`config.mk`:
```
export PLATFORM = sky130hd
export DESIGN_NAME = shift_right_iter
export DESIGN_NICKNAME = d
export VERILOG_FILES = /design/src/rtl/shift_right_iter.sv
export SDC_FILE = /design/constraint.sdc
export NUM_CORES = 1
export LEC_CHECK = 0
export ABC_CLOCK_PERIOD_IN_PS = 3100
export CAP_MARGIN = 20
export CORE_MARGIN = 3
export CORE_UTILIZATION = 50
export CTS_CLUSTER_DIAMETER = 30
export DETAILED_ROUTE_END_ITERATION = 10
export PLACE_DENSITY_LB_ADDON = 0.12
export SYNTH_ARGS = -nofsm -noshare
export SYNTH_HDL_FRONTEND = slang
export SYNTH_SLANG_ARGS = --single-unit
```
`constraint.sdc`:
```
create_clock -name clock -period 3.1 [get_ports clock]
set_input_delay 0.31 -clock clock [delete_from_list [all_inputs] [get_ports clock]]
set_output_delay 0.31 -clock clock [all_outputs]
set_load 0.02 [all_outputs]
```
`src/rtl/shift_right_iter.sv`:
```
// shift_right_iter: multi-cycle right shifter for the execute stage.
// Runs one barrel stage per clock (16, 8, 4, 2, 1 bits). The shift amount
// is captured on a start pulse, and the result comes back as a one-cycle
// ready pulse five cycles later.
// op: 00 SRL, 01 SRA, 10 ROTR (needs SHIFT_RIGHT_ITER_ROTR_EN, otherwise SRL),
//     11 reserved (SRL).
// Optional macro: SHIFT_RIGHT_ITER_ROTR_EN enables rotate-right on op 10.
module shift_right_iter #(
  parameter int WIDTH = 32
) (
  input  logic        clock,
  input  logic        reset,
  input  logic        ctrl_shift,
  input  logic [1:0]  op,
  input  logic [31:0] data_operandA,
  input  logic [4:0]  shamt,
  output logic [31:0] data_result,
  output logic        data_resultRDY,
  output logic        busy
);

  typedef enum logic {
    IDLE,
    SHIFT
  } state_t;

  state_t      state_q, state_d;
  logic [31:0] work_q, work_d;
  logic [4:0]  amt_q, amt_d;
  logic        fill_q, fill_d;
  logic [2:0]  stage_q, stage_d;
  logic [31:0] result_q, result_d;
  logic        rdy_q, rdy_d;
  logic        busy_q, busy_d;
`ifdef SHIFT_RIGHT_ITER_ROTR_EN
  logic        rotr_q, rotr_d;
  logic [31:0] wrap_bits;
`endif

  logic [4:0]  stage_amt;
  logic [31:0] shifted;
  logic [31:0] fill_mask;
  logic [31:0] stage_out;

  // One barrel stage: shift the working value by 16 >> stage, filling the
  // vacated top bits with the captured fill bit or the bits rotated out.
  always_comb begin
    stage_amt = 5'd16 >> stage_q;
    shifted   = work_q >> stage_amt;
    fill_mask = ~(32'hFFFF_FFFF >> stage_amt);
`ifdef SHIFT_RIGHT_ITER_ROTR_EN
    wrap_bits = work_q << (6'd32 - {1'b0, stage_amt});
    if (rotr_q) begin
      stage_out = shifted | wrap_bits;
    end else begin
      stage_out = shifted | (fill_q ? fill_mask : 32'h0);
    end
`else
    stage_out = shifted | (fill_q ? fill_mask : 32'h0);
`endif
  end

  // Next-state logic. The captured amount is shifted left once per stage,
  // so bit 4 is always the shamt bit that belongs to the current stage.
  always_comb begin
    state_d  = state_q;
    work_d   = work_q;
    amt_d    = amt_q;
    fill_d   = fill_q;
    stage_d  = stage_q;
    result_d = result_q;
    rdy_d    = 1'b0;
    busy_d   = busy_q;
`ifdef SHIFT_RIGHT_ITER_ROTR_EN
    rotr_d   = rotr_q;
`endif
    case (state_q)
      IDLE: begin
        if (ctrl_shift) begin
          work_d  = data_operandA;
          amt_d   = shamt;
          fill_d  = (op == 2'b01) & data_operandA[31];
`ifdef SHIFT_RIGHT_ITER_ROTR_EN
          rotr_d  = (op == 2'b10);
`endif
          stage_d = 3'd0;
          busy_d  = 1'b1;
          state_d = SHIFT;
        end
      end
      SHIFT: begin
        if (amt_q[4]) begin
          work_d = stage_out;
        end
        amt_d   = {amt_q[3:0], 1'b0};
        stage_d = stage_q + 3'd1;
        if (stage_q == 3'd4) begin
          result_d = work_d;
          rdy_d    = 1'b1;
          busy_d   = 1'b0;
          stage_d  = 3'd0;
          state_d  = IDLE;
        end
      end
      default: begin
        state_d = IDLE;
        busy_d  = 1'b0;
      end
    endcase
  end

  // State register with synchronous active-low reset; reset aborts any
  // operation in flight without producing a ready pulse.
  always_ff @(posedge clock) begin
    if (!reset) begin
      state_q  <= IDLE;
      work_q   <= 32'h0;
      amt_q    <= 5'h0;
      fill_q   <= 1'b0;
      stage_q  <= 3'd0;
      result_q <= 32'h0;
      rdy_q    <= 1'b0;
      busy_q   <= 1'b0;
`ifdef SHIFT_RIGHT_ITER_ROTR_EN
      rotr_q   <= 1'b0;
`endif
    end else begin
      state_q  <= state_d;
      work_q   <= work_d;
      amt_q    <= amt_d;
      fill_q   <= fill_d;
      stage_q  <= stage_d;
      result_q <= result_d;
      rdy_q    <= rdy_d;
      busy_q   <= busy_d;
`ifdef SHIFT_RIGHT_ITER_ROTR_EN
      rotr_q   <= rotr_d;
`endif
    end
  end

  assign data_result    = result_q;
  assign data_resultRDY = rdy_q;
  assign busy           = busy_q;

endmodule

```
==> results.txt, run 1 <==
The part of the cycle the worst path needs is 90.83%. In the final routed layout, each cell accounts on average for 25.80 um. The count of state elements after synthesis is 76. Once the floorplan was initialized, standard cells occupied 51.76% of the core.

For the pin with the worst max-slew slack, the measured transition is 1.139 ns. The maximum clock path buffer count came out at 2. On the critical path, the stage with the largest delay is an instance of a211oi_1. The number of flops mapped to enable cells by yosys came out at 0. The top-area cell type share of the netlist area came out at 28.34%.

The kind of path behind the tightest hold check is reg -> reg. The synthesized area per cell is 8.170 sq um. The cell row count is 37.

In this run the worst setup path begins at stage_q[0]. The cell area reported after detailed placement came out at 0.006404 sq mm. The minimum setup slack in the final design came out at 0.2844 ns. The count of synthesis-stage warnings from yosys came out at 0. The peak ir drop on the vdd network is 0.3421 mV. The family with the most delay on the worst path is compound AO/OA/AOI/OAI gates. The insertion delay of the later-clocked pin in the worst-skew pair is 0.38 ns. The number of ports placed on the die boundary came out at 76. The headroom to the max-slew limit is 23.53%. The clock drives 76 sinks. The cell leakage power is 2.443 nW.

The first global-routing pass estimated 34280 um of wire. The number of input and output port buffers inserted came out at 75. The synthesized design spends more area on one cell type than any other, namely dfxtp_1.

The number of global-route vias before repair is 5739. For the final routed database, the setup TNS stands at 0 ns. The critical path data arrival time came out at 3.07 ns. For this block, the routed nets add up to 22550 um of wire. The flow ran to the end, and the final reports show no timing, DRC or antenna violations. The largest incremental delay on the critical path is 0.58 ns. The number of instances in the placed design is 858.

The final instance area came out at 0.006623 sq mm. The worst setup path is captured at a flip-flop. In this run the clock root is driven by a clkbuf_8. The critical path in this run is classified as reg -> reg. The buffer count from post-CTS setup fixing is 0. The distinct cell type count of the synthesized netlist is 73. The flip-flop and latch area is 0.001521 sq mm. When the netlist entered floorplanning its net count stood at 705. The buffer and inverter count on the worst path came out at 2. The violation count after the first detailed-routing iteration came out at 729. The core outline area came out at 0.01037 sq mm.

Across the routed clock network, the largest skew measured is 0.009199 ns. The number of clock buffers added by TritonCTS is 9. Entering global routing, the biggest net connects 43 pins. For the worst setup path, the data required time is 3.35 ns. The first-pass detailed-route iteration total is 5.

In this run the critical register-to-register path is launched from stage_q[0]. The clock-pin transition on the worst setup and hold timing paths came out at 0.08 ns. The highest clock frequency the design can meet is 355.2 MHz. The H-tree depth reported by CTS came out at 3. The ratio of cells with drive above 1 in the final layout is 15.18%. The leftover overflow at the end of global routing is 0. The initial antenna violation count came out at 0. After the last flow step, the layout net total stands at 781. TritonCTS built the clock tree.

The number of failing hold endpoints at the final stage was 0. The dominant cell by count in the synthesized netlist is dfxtp_1. The highest fanout seen on the critical path came out at 11. The post-placement worst setup slack is 0.2278 ns. The repair_antennas step left the layout with diodes totalling 0.

Using the TritonRoute via totals, the vias-per-cell ratio works out to 6.873. The layout overhead on the synthesized area came out at 23.38%. The netlist area before placement is 0.005368 sq mm. The worst min-delay path startpoint is data_result[27]. The time the worst path needs with I/O delays and setup is 2.816 ns. The residual antenna-violating net count after detailed routing is 0. The startpoint class of the critical path is a flip-flop. The full die area came out at 0.01201 sq mm.

In the final layout, the multi-input gates occupy 0.003543 sq mm. The final-layout fill cell count came out at 909. The half-perimeter wire length after placement came out at 16450 um. The total power density per cell area came out at 400.0 mW/mm^2. The die extent in y is 109.6 um.

The critical path goes through inv_1, ha_1, and2_2, buf_4, mux2i_1, o21ai_0, a211oi_1, a21oi_1. The total setup violations reported at the end of the flow came out at 0. The fraction of synthesis flops using an asynchronous set or reset pin came out at 0%. The sequential cell area fraction in the yosys report came out at 28.34%.

Across the run, the number of max-cap violations was 0. Setup repair after global routing left no endpoint under its margin. The via count came out at 6007. The number of slew-limit violations in the final report came out at 0.

The die is 109.6 um wide. The global-route usage over all layers is 38.74%. The final weighted congestion of routability-driven global placement is 1.059. In the synthesized netlist, the cells that appear most often are 76 x dfxtp_1, 68 x nor2_1, 50 x mux2i_1. In the synthesized netlist the dominant register cell turns out to be dfxtp_1.

The number of hold buffers added after CTS was 0. The count of non-filler cells in the finished layout came out at 874. After synthesis, the cell types taking the most area are dfxtp_1 28%, mux2i_1 9.3%, mux2_2 6.1%. The remaining routing DRC violations came out at 0. After technology mapping, the gate count stands at 657.
[routing by layer]
layer	wire [um]	part of all wire [%]	GRT usage, %	vias to the layer above
li1	-	-	-	2658
met2	10440	46	60.68	387
met5	0	0	0	-
met3	2327	10	11.16	85
met1	8734	39	48.70	2877
met4	1048	4.6	18.97	0
[registers in the layout, indices dropped and copies added (netlist names)]
register,flops
amt_q,5
busy,1
data_result,32
data_resultRDY,1
fill_q,1
stage_q,3
state_q,1
work_q,32
[placed cells by master (no fill, tap or decap), types with 4 or more instances in the layout]
cell	Yosys	final
dfxtp_1	76	76
clkdlybuf4s50_1	0	74
nor2_1	68	68
mux2i_1	50	50
nand2_1	48	48
buf_4	5	42
o21ai_0	38	38
a21oi_1	37	36
mux2_2	29	29
a211oi_1	19	19
o31ai_1	17	17
nor3_1	16	16
o21ai_1	14	14
nor2b_1	13	13
o22ai_1	12	12
o221ai_1	11	11
o32ai_1	10	10
clkbuf_8	0	10
nand3_1	9	9
inv_1	8	8
a31oi_1	7	7
o211ai_1	7	7
a221oi_1	7	7
a22o_1	6	6
ha_1	6	6
and2_1	6	5
a32oi_1	5	5
mux4_2	5	5
inv_2	4	4
and3_1	4	4
nand2b_1	4	4
nor3b_1	4	4
a211o_1	4	4
[per-stage QoR]
| stage | power, mW | hold WS [ns] | utilization, % |
|---|---|---|---|
| 2_1_floorplan | 1.479 | 0.4537 | - |
| 3_3_place_gp | 1.756 | 0.4328 | 61.75 |
| 3_5_place_dp | 1.764 | 0.4432 | 61.75 |
| 4_1_cts | 2.628 | 0.4563 | 63.85 |
| 5_1_grt | 2.741 | 0.4779 | 63.86 |
| 6_report | 2.649 | 0.4551 | 63.86 |
[power breakdown]
| group | switching [mW] | total (mW) | internal (mW) |
|---|---|---|---|
| registers | 0.0752 | 1.09 | 1.02 |
| clock network | 0.404 | 0.879 | 0.475 |
| logic | 0.399 | 0.675 | 0.276 |
[cells by family (layout without fill, tap and decap cells)]
logic type	count (synthesis)	count (layout)	synth area share (%)
compound gates	233	233	30.33
fa+ha+maj	6	6	1.399
buf+inv	68	149	5.734
flops	76	76	28.35
mux	84	84	17.51
simple gates	190	190	16.69
[final cells by class]
type / count / area share (%)
well taps: 136 / 2.569
repair buffers: 120 / 16.93
multi-input cells: 513 / 53.50
inverters: 13 / 0.7368
flip-flops and latches: 76 / 22.97
clock buffers: 12 / 2.192
clock inverters: 4 / 1.096
[timing repair]
| item | in CTS | in global routing |
|---|---|---|
| setup endpoints to repair | 0 | 2 |
| gates resized for setup | 0 | 1 |
| hold endpoints to repair | 0 | 0 |
[path summary, 6_finish.rpt]
| path | end | slack [ns] | depth (start not counted) |
|---|---|---|---|
| setup / recovery | work_q[11] | 0.28 | 8 |
| hold / removal | data_result[27] | 0.46 | 2 |
| setup reg to reg | work_q[11] | 0.28 | 8 |
| hold reg to reg | data_result[27] | 0.46 | 2 |
[tightest hold or removal path, delay by kind of cell, from the launching register on]
kind,cells,cell delay [ns]
DFF,1,0.31
and+or+nand+nor,1,0.05
AOI/OAI and AO/OA,1,0.05
(Power assumes the default switching activity.)
==> run 2: changes to the inputs <==
--- a/config.mk
+++ b/config.mk
@@ -12,6 +12,7 @@
 export CTS_CLUSTER_DIAMETER = 30
 export DETAILED_ROUTE_END_ITERATION = 10
 export PLACE_DENSITY_LB_ADDON = 0.12
+export RECOVER_POWER = 100
 export SYNTH_ARGS = -nofsm -noshare
 export SYNTH_HDL_FRONTEND = slang
 export SYNTH_SLANG_ARGS = --single-unit
==> results.txt, run 2 (same netlist as run 1, synthesis figures left out) <==
The part of the cycle the worst path needs is 93.99% (+3.2 points). Leaving out fill and tap cells, the most frequent cells in the layout are 76 x dfxtp_1, 68 x nor2_1, 50 x mux2i_1. The cell row count came out at 37 (unchanged). The total wirelength of the detailed-routed design was 22640 um (+0.41%).

The via count came out at 6029 (+0.37%). The leftover overflow at the end of global routing is 0 (unchanged). The number of failing hold endpoints at the final stage is 0 (unchanged). The cell leakage power came to 2.552 nW (+4.4%). The first-pass detailed-route iteration total came out at 5 (unchanged). The starting density of the core is 51.76% (unchanged). The number of cell instances on the worst register-to-register path came to 8 (unchanged). The number of diodes added for antenna fixing is 0 (unchanged). The cell area reported after detailed placement came out at 0.006404 sq mm (unchanged).

The transition time at the pin with the least slew margin is 1.151 ns (+0.01200 ns). The full die area is 0.01201 sq mm (unchanged). The final instance area was 0.006595 sq mm (-0.42%). The endpoint kind of the worst setup timing path is a flip-flop. The number of maximum-capacitance violations is 0 (unchanged).

The global-route track usage on met2 is 60.68% (unchanged). The leading cell type in the layout, fill and taps excluded is dfxtp_1. The half-perimeter wire length after placement is 16450 um (unchanged). The highest fanout seen on the critical path was 14 (+3).

The average wire per cell in the routed design is 25.90 um (+0.41%). The data required time at the worst endpoint is 3.38 ns (+0.03 ns). The ratio of cells with drive above 1 in the final layout came to 13.41% (-1.8 points).

The count of nets after finishing came out at 781 (unchanged). The number of clock sinks seen by CTS is 76 (unchanged). The die extent in y is 109.6 um (unchanged). The number of input and output port buffers inserted came out at 75 (unchanged). The headroom to the max-slew limit is 22.72% (-0.81 points). The total clock buffers created by CTS is 9 (unchanged). The residual antenna-violating net count after detailed routing is 0 (unchanged). The met3 track demand over resource in global routing came out at 11.16% (unchanged). The number of slew-limit violations in the final report was 0 (unchanged). The peak ir drop on the vdd network came out at 0.3436 mV (+0.46%). The width of the die came to 109.6 um (unchanged). In this run the worst hold path is classified as reg -> reg. The remaining routing DRC violations is 0 (unchanged). The H-tree depth reported by CTS was 3 (unchanged). Setup repair after global routing left no endpoint under its margin. The met1 usage in global routing came to 48.70% (unchanged). The final weighted congestion of routability-driven global placement is 1.059 (unchanged).

The library cell used as clock root buffer is clkbuf_8. The maximum number of pins on one net before global-route repair came out at 43 (unchanged). The total power consumption of the routed design is 2.645 mW (-0.15%). The clock-pin transition on the worst setup and hold timing paths is 0.08 ns (about the same). The core outline area is 0.01037 sq mm (unchanged). The sum of negative setup slack came to 0 ns (unchanged). The time the worst path needs with I/O delays and setup is 2.914 ns (+0.09799 ns). The critical path is of the reg -> reg type. The startpoint class of the critical path is a flip-flop. Compared with the post-synthesis result, the final layout area differs by 22.87%. The instance count along the most critical hold path is 2 (unchanged). The average vias per placed instance is 6.898 (+0.37%). The TritonCTS clock tree is built. The global-route usage over all layers is 38.74% (unchanged).

The first-pass GRT wire length came out at 34280 um (unchanged). The number of global-route vias before repair is 5739 (unchanged). The insertion delay of the later-clocked pin in the worst-skew pair is 0.39 ns (about the same).

The end-of-flow core utilization is 63.60% (-0.27 points). The highest clock frequency the design can meet is 343.2 MHz (-3.4%). The total setup violations reported at the end of the flow came out at 0 (unchanged). The worst setup skew after layout came out at 0.006938 ns (-0.002262 ns). The layer flagged by global routing as most heavily used is met2. The maximum clock path buffer count is 2 (unchanged). The violation count after the first detailed-routing iteration is 748 (+2.6%). The initial antenna violation count is 0 (unchanged). The flow ran to the end, and the final reports show no timing, DRC or antenna violations. The number of ports placed on the die boundary is 76 (unchanged).

The number of buffers inserted for hold repair after clock tree synthesis came to 0 (unchanged). The total power density per cell area is 401.0 mW/mm^2 (+0.26%). The critical path data arrival time came out at 3.19 ns (+0.12 ns).
-- run 2: cell count changes in the layout (fill, tap and decap cells not counted), moves of 3 or more --
cell / change
mux2_2: -6
o21ai_1: -9
clkbuf_2: +3
buf_4: -7
clkdlybuf4s50_1: -34
dlygate4sd3_1: +34
clkbuf_1: +4
mux2_1: +6
o21ai_0: +9
-- run 2: worst paths after layout --
kind / end / from / slack, ns
worst min-delay path: data_result[2] / data_result[2] / 0.45
worst max-delay path: data_result[6] / stage_q[0] / 0.19
worst min register to register: data_result[2] / data_result[2] / 0.45
worst max register to register: data_result[6] / stage_q[0] / 0.19
-- run 2: metrics by stage --
step / cells / hold slack, ns / worst slack, ns
floorplan: 657 / 0.4537 / 0.7190
global placement: 858 / 0.4328 / 0.3663
detailed placement: 858 / 0.4432 / 0.2278
CTS: 874 / 0.4563 / 0.2010
global route: 874 / 0.4757 / 0.07801
finish: 874 / 0.4523 / 0.1864
-- run 2: timing repair --
action,CTS,global route
hold endpoints to repair,0,0
gates resized for setup,0,1
buffers inserted,0,0
endpoints found under the setup margin,0,2
-- run 2: layer usage --
layer / wire length (um) / vias up
met4: 1041 / 0
met5: 0 / -
met3: 2547 / 88
li1: - / 2659
met1: 8601 / 2886
met2: 10450 / 396
-- run 2: final cells by class --
type                            count  area (sq um)
Fill cell                         916          3775
Multi-Input combinational cell    513          3538
Sequential cell                    76          1521
Timing Repair Buffer              120          1099
Tap cell                          136         170.2
Clock buffer                       12         145.1
Clock inverter                      4         72.57
Inverter                           13         48.80
-- run 2: where the power goes --
| group | internal [mW] | total [mW] | leakage [nW] | switching (mW) |
|---|---|---|---|---|
| sequential | 1.02 | 1.10 | 0.620 | 0.0761 |
| combinational | 0.267 | 0.666 | 1.82 | 0.399 |
| clock | 0.475 | 0.883 | 0.107 | 0.408 |
| total | 1.76 | 2.64 | 2.55 | 0.883 |
-- run 2: worst max-delay path, stage by stage, from the launching register on --
cell and delay (ns):
dfxtp_1 0.41, ha_1 0.20, ha_1 0.17, clkbuf_2 0.37, mux4_2 0.60, o21ai_2 0.13
a31oi_1 0.07, or4_1 0.56, a32o_1 0.29
==> run 3: changes to the inputs <==
--- a/config.mk
+++ b/config.mk
@@ -11,7 +11,7 @@
 export CORE_UTILIZATION = 50
 export CTS_CLUSTER_DIAMETER = 30
 export DETAILED_ROUTE_END_ITERATION = 10
-export PLACE_DENSITY_LB_ADDON = 0.12
+export PLACE_DENSITY = 0.74
 export RECOVER_POWER = 100
 export SYNTH_ARGS = -nofsm -noshare
 export SYNTH_HDL_FRONTEND = slang
==> results.txt, run 3 (same netlist as run 1, synthesis figures left out) <==
The flow ran to the end, and the final reports show no timing, DRC or antenna violations. The total power density per cell area is 396.2 mW/mm^2 (-1.2%). The proportion of power drawn by combinational gates came to 25.9% (+0.7 points). In the layout the commonest cells are 76 x dfxtp_1, 68 x nor2_1, 50 x mux2i_1.

The full die area came out at 0.01201 sq mm (unchanged). The time the worst path needs with I/O delays and setup is 2.894 ns (-0.01991 ns). The width of the die is 109.6 um (unchanged). The startpoint identified for the worst register-to-register timing path is stage_q[0]. The internal reg-to-reg setup slack is 0.21 ns (+0.02 ns).

The proportion of total power due to net switching was 33.45% (+0.054 points). The core outline area came out at 0.01037 sq mm (unchanged). The maximum number of pins on one net before global-route repair came out at 43 (unchanged). The total clock buffers created by CTS is 9 (unchanged). The signal on the critical path passes through inv_1, ha_1, nor2b_1, clkbuf_2, nor2_1, or3_1, a31oi_1, a22o_1. The average wire per cell in the routed design came out at 25.70 um (-0.77%). The part of the power in registers came out at 41.7% (+0.3 points). The average vias per placed instance is 6.856 (-0.61%). The cell row count came out at 37 (unchanged). The final weighted congestion of routability-driven global placement came out at 1.055 (-0.32%). The transition time at the pin with the least slew margin is 0.9641 ns (-0.1873 ns). The sum of negative setup slack is 0 ns (unchanged). The total power consumption of the routed design came out at 2.614 mW (-1.2%). The leftover overflow at the end of global routing came out at 0 (unchanged). The clock group share of total power is 32.4% (-1.0 points). The number of buffers inserted for hold repair after clock tree synthesis was 0 (unchanged). The highest clock frequency the design can meet came to 345.6 MHz (+0.69%). The number of input and output port buffers inserted came out at 75 (unchanged).

The number of slew-limit violations in the final report is 0 (unchanged). The layout overhead on the synthesized area is 22.91% (about the same). The number of global-route vias before repair came out at 5846 (+1.9%). For hold timing, the worst endpoint is data_result[8]. The critical path data arrival time is 3.21 ns (+0.02 ns). The count of instances resized after the clock tree is built is 0 (unchanged). The part of the cycle the worst path needs came out at 93.34% (-0.64 points). The first-pass GRT wire length is 33600 um (-2.0%). The number of clock sinks seen by CTS was 76 (unchanged). The clock-pin transition on the worst setup and hold timing paths came out at 0.09 ns (about the same).

The remaining routing DRC violations came to 0 (unchanged). The number of failing hold endpoints at the final stage came to 0 (unchanged). The via count came out at 6006 (-0.38%). The violation count after the first detailed-routing iteration came out at 704 (-5.9%). The global-route usage over all layers is 38.03% (-0.71 points). The worst register-to-register path ends at data_result[12].

The cell leakage power is 2.545 nW (-0.27%). CTS placed an instance of clkbuf_8 at the clock tree root. The largest incremental delay on the critical path is 0.79 ns (+0.19 ns).

The total setup violations reported at the end of the flow came out at 0 (unchanged). The worst setup skew after layout is 0.009612 ns (+0.002674 ns). The number of maximum-capacitance violations is 0 (unchanged). The peak ir drop on the vdd network is 0.3217 mV (-6.4%). The half-perimeter wire length after placement is 16530 um (+0.48%). TritonCTS built the clock tree. The ratio of cells with drive above 1 in the final layout is 13.65% (+0.23 points). Among all stages on the critical path, the largest delay is contributed by ha_1. The insertion delay of the later-clocked pin in the worst-skew pair came out at 0.38 ns (about the same).

The buffer and inverter count on the worst path is 2 (+1). The first-pass detailed-route iteration total is 6 (+1). The maximum clock path buffer count was 2 (unchanged). The leading cell type in the layout, fill and taps excluded is dfxtp_1.

The kind of path behind the tightest hold check is reg -> reg. The instance count along the most critical hold path is 2 (unchanged). The die extent in y came out at 109.6 um (unchanged). The net switching power came out at 0.8743 mW (-1.0%).

The number of cell instances on the worst register-to-register path is 8 (unchanged). The residual antenna-violating net count after detailed routing came to 0 (unchanged). The data required time at the worst endpoint came out at 3.42 ns (+0.04 ns).

The starting density of the core came out at 51.76% (unchanged). Setup repair after global routing left no endpoint under its margin. On the critical path the largest part of the delay comes from adder cells.

The buffer count from post-CTS setup fixing came out at 0 (unchanged). The worst min-delay path startpoint is data_result[8]. The total wirelength of the detailed-routed design came out at 22520 um (-0.54%). The number of diodes added for antenna fixing came out at 0 (unchanged). The worst setup path is launched from a flip-flop. The worst setup path is captured at a flip-flop. The highest fanout seen on the critical path came out at 22 (+8).

The H-tree depth reported by CTS came out at 3 (unchanged). The headroom to the max-slew limit came to 35.72% (+13 points). The count of nets after finishing came out at 784 (+0.38%). The final-layout fill cell count was 927 (+1.2%). The initial antenna violation count is 0 (unchanged). The number of ports placed on the die boundary came to 76 (unchanged). The design internal power came out at 1.740 mW (-1.3%). The start-to-end type of the worst setup path is reg -> reg.
run 3: cell types whose count changed in the layout (fill, tap and decap cells not counted), sizes merged:
cell           change
clkinv             +1
buf                +1
clkdlybuf4s50      -1
dlygate4sd3        +1
run 3: area by class of cell:
cell class	count	area (sq um)	area share, %
repair buffers	123	1114	16.88
clock buffers	10	127.6	1.934
clock inverters	5	77.57	1.176
multi-input cells	513	3538	53.63
flip-flops and latches	76	1521	23.06
well taps	136	170.2	2.579
inverters	13	48.80	0.7396
run 3: worst max-delay path by stage:
stage	start	to	slack [ns]	cells after the start
after floorplan	stage_q[2]	data_result[6]	0.72	9
after global placement	stage_q[0]	work_q[14]	0.41	6
after detailed placement	stage_q[0]	work_q[14]	0.36	6
after CTS	stage_q[0]	work_q[15]	0.34	8
after global routing	stage_q[0]	work_q[13]	0.05	7
final	stage_q[0]	data_result[12]	0.21	8
run 3: power groups by stage:
stage / Clock [mW] / Sequential, mW / Combinational (mW)
after global placement: 0 / 1.11 / 0.655
final: 0.846 / 1.09 / 0.677
after global routing: 0.888 / 1.09 / 0.715
after floorplan: 0 / 1.08 / 0.402
after CTS: 0.846 / 1.09 / 0.665
after detailed placement: 0 / 1.11 / 0.661
run 3: worst min-delay path: cells and delay by family (launching register included):
kind | cells | cell delay, ns
AO/OA/AOI/OAI | 1 | 0.05
AND/OR/NAND/NOR | 1 | 0.05
flip-flops | 1 | 0.33
run 3: per-layer routing:
metal	share of wire, %	global-route usage, %
met1	39	47.41
met2	44	58.76
met3	9.6	9.043
met4	6.8	24.13
met5	0	0
run 3: metrics by stage:
stage / setup WS, ns / hold WS [ns] / instance area [sq um] / cells / util [%]
global placement: 0.4099 / 0.4361 / 6426 / 861 / 61.97
floorplan: 0.7190 / 0.4537 / 5368 / 657 / -
detailed placement: 0.3619 / 0.4414 / 6426 / 861 / 61.97
finish: 0.2063 / 0.4508 / 6598 / 876 / 63.62
global route: 0.04851 / 0.4703 / 6598 / 876 / 63.62
CTS: 0.3444 / 0.4533 / 6631 / 876 / 63.95
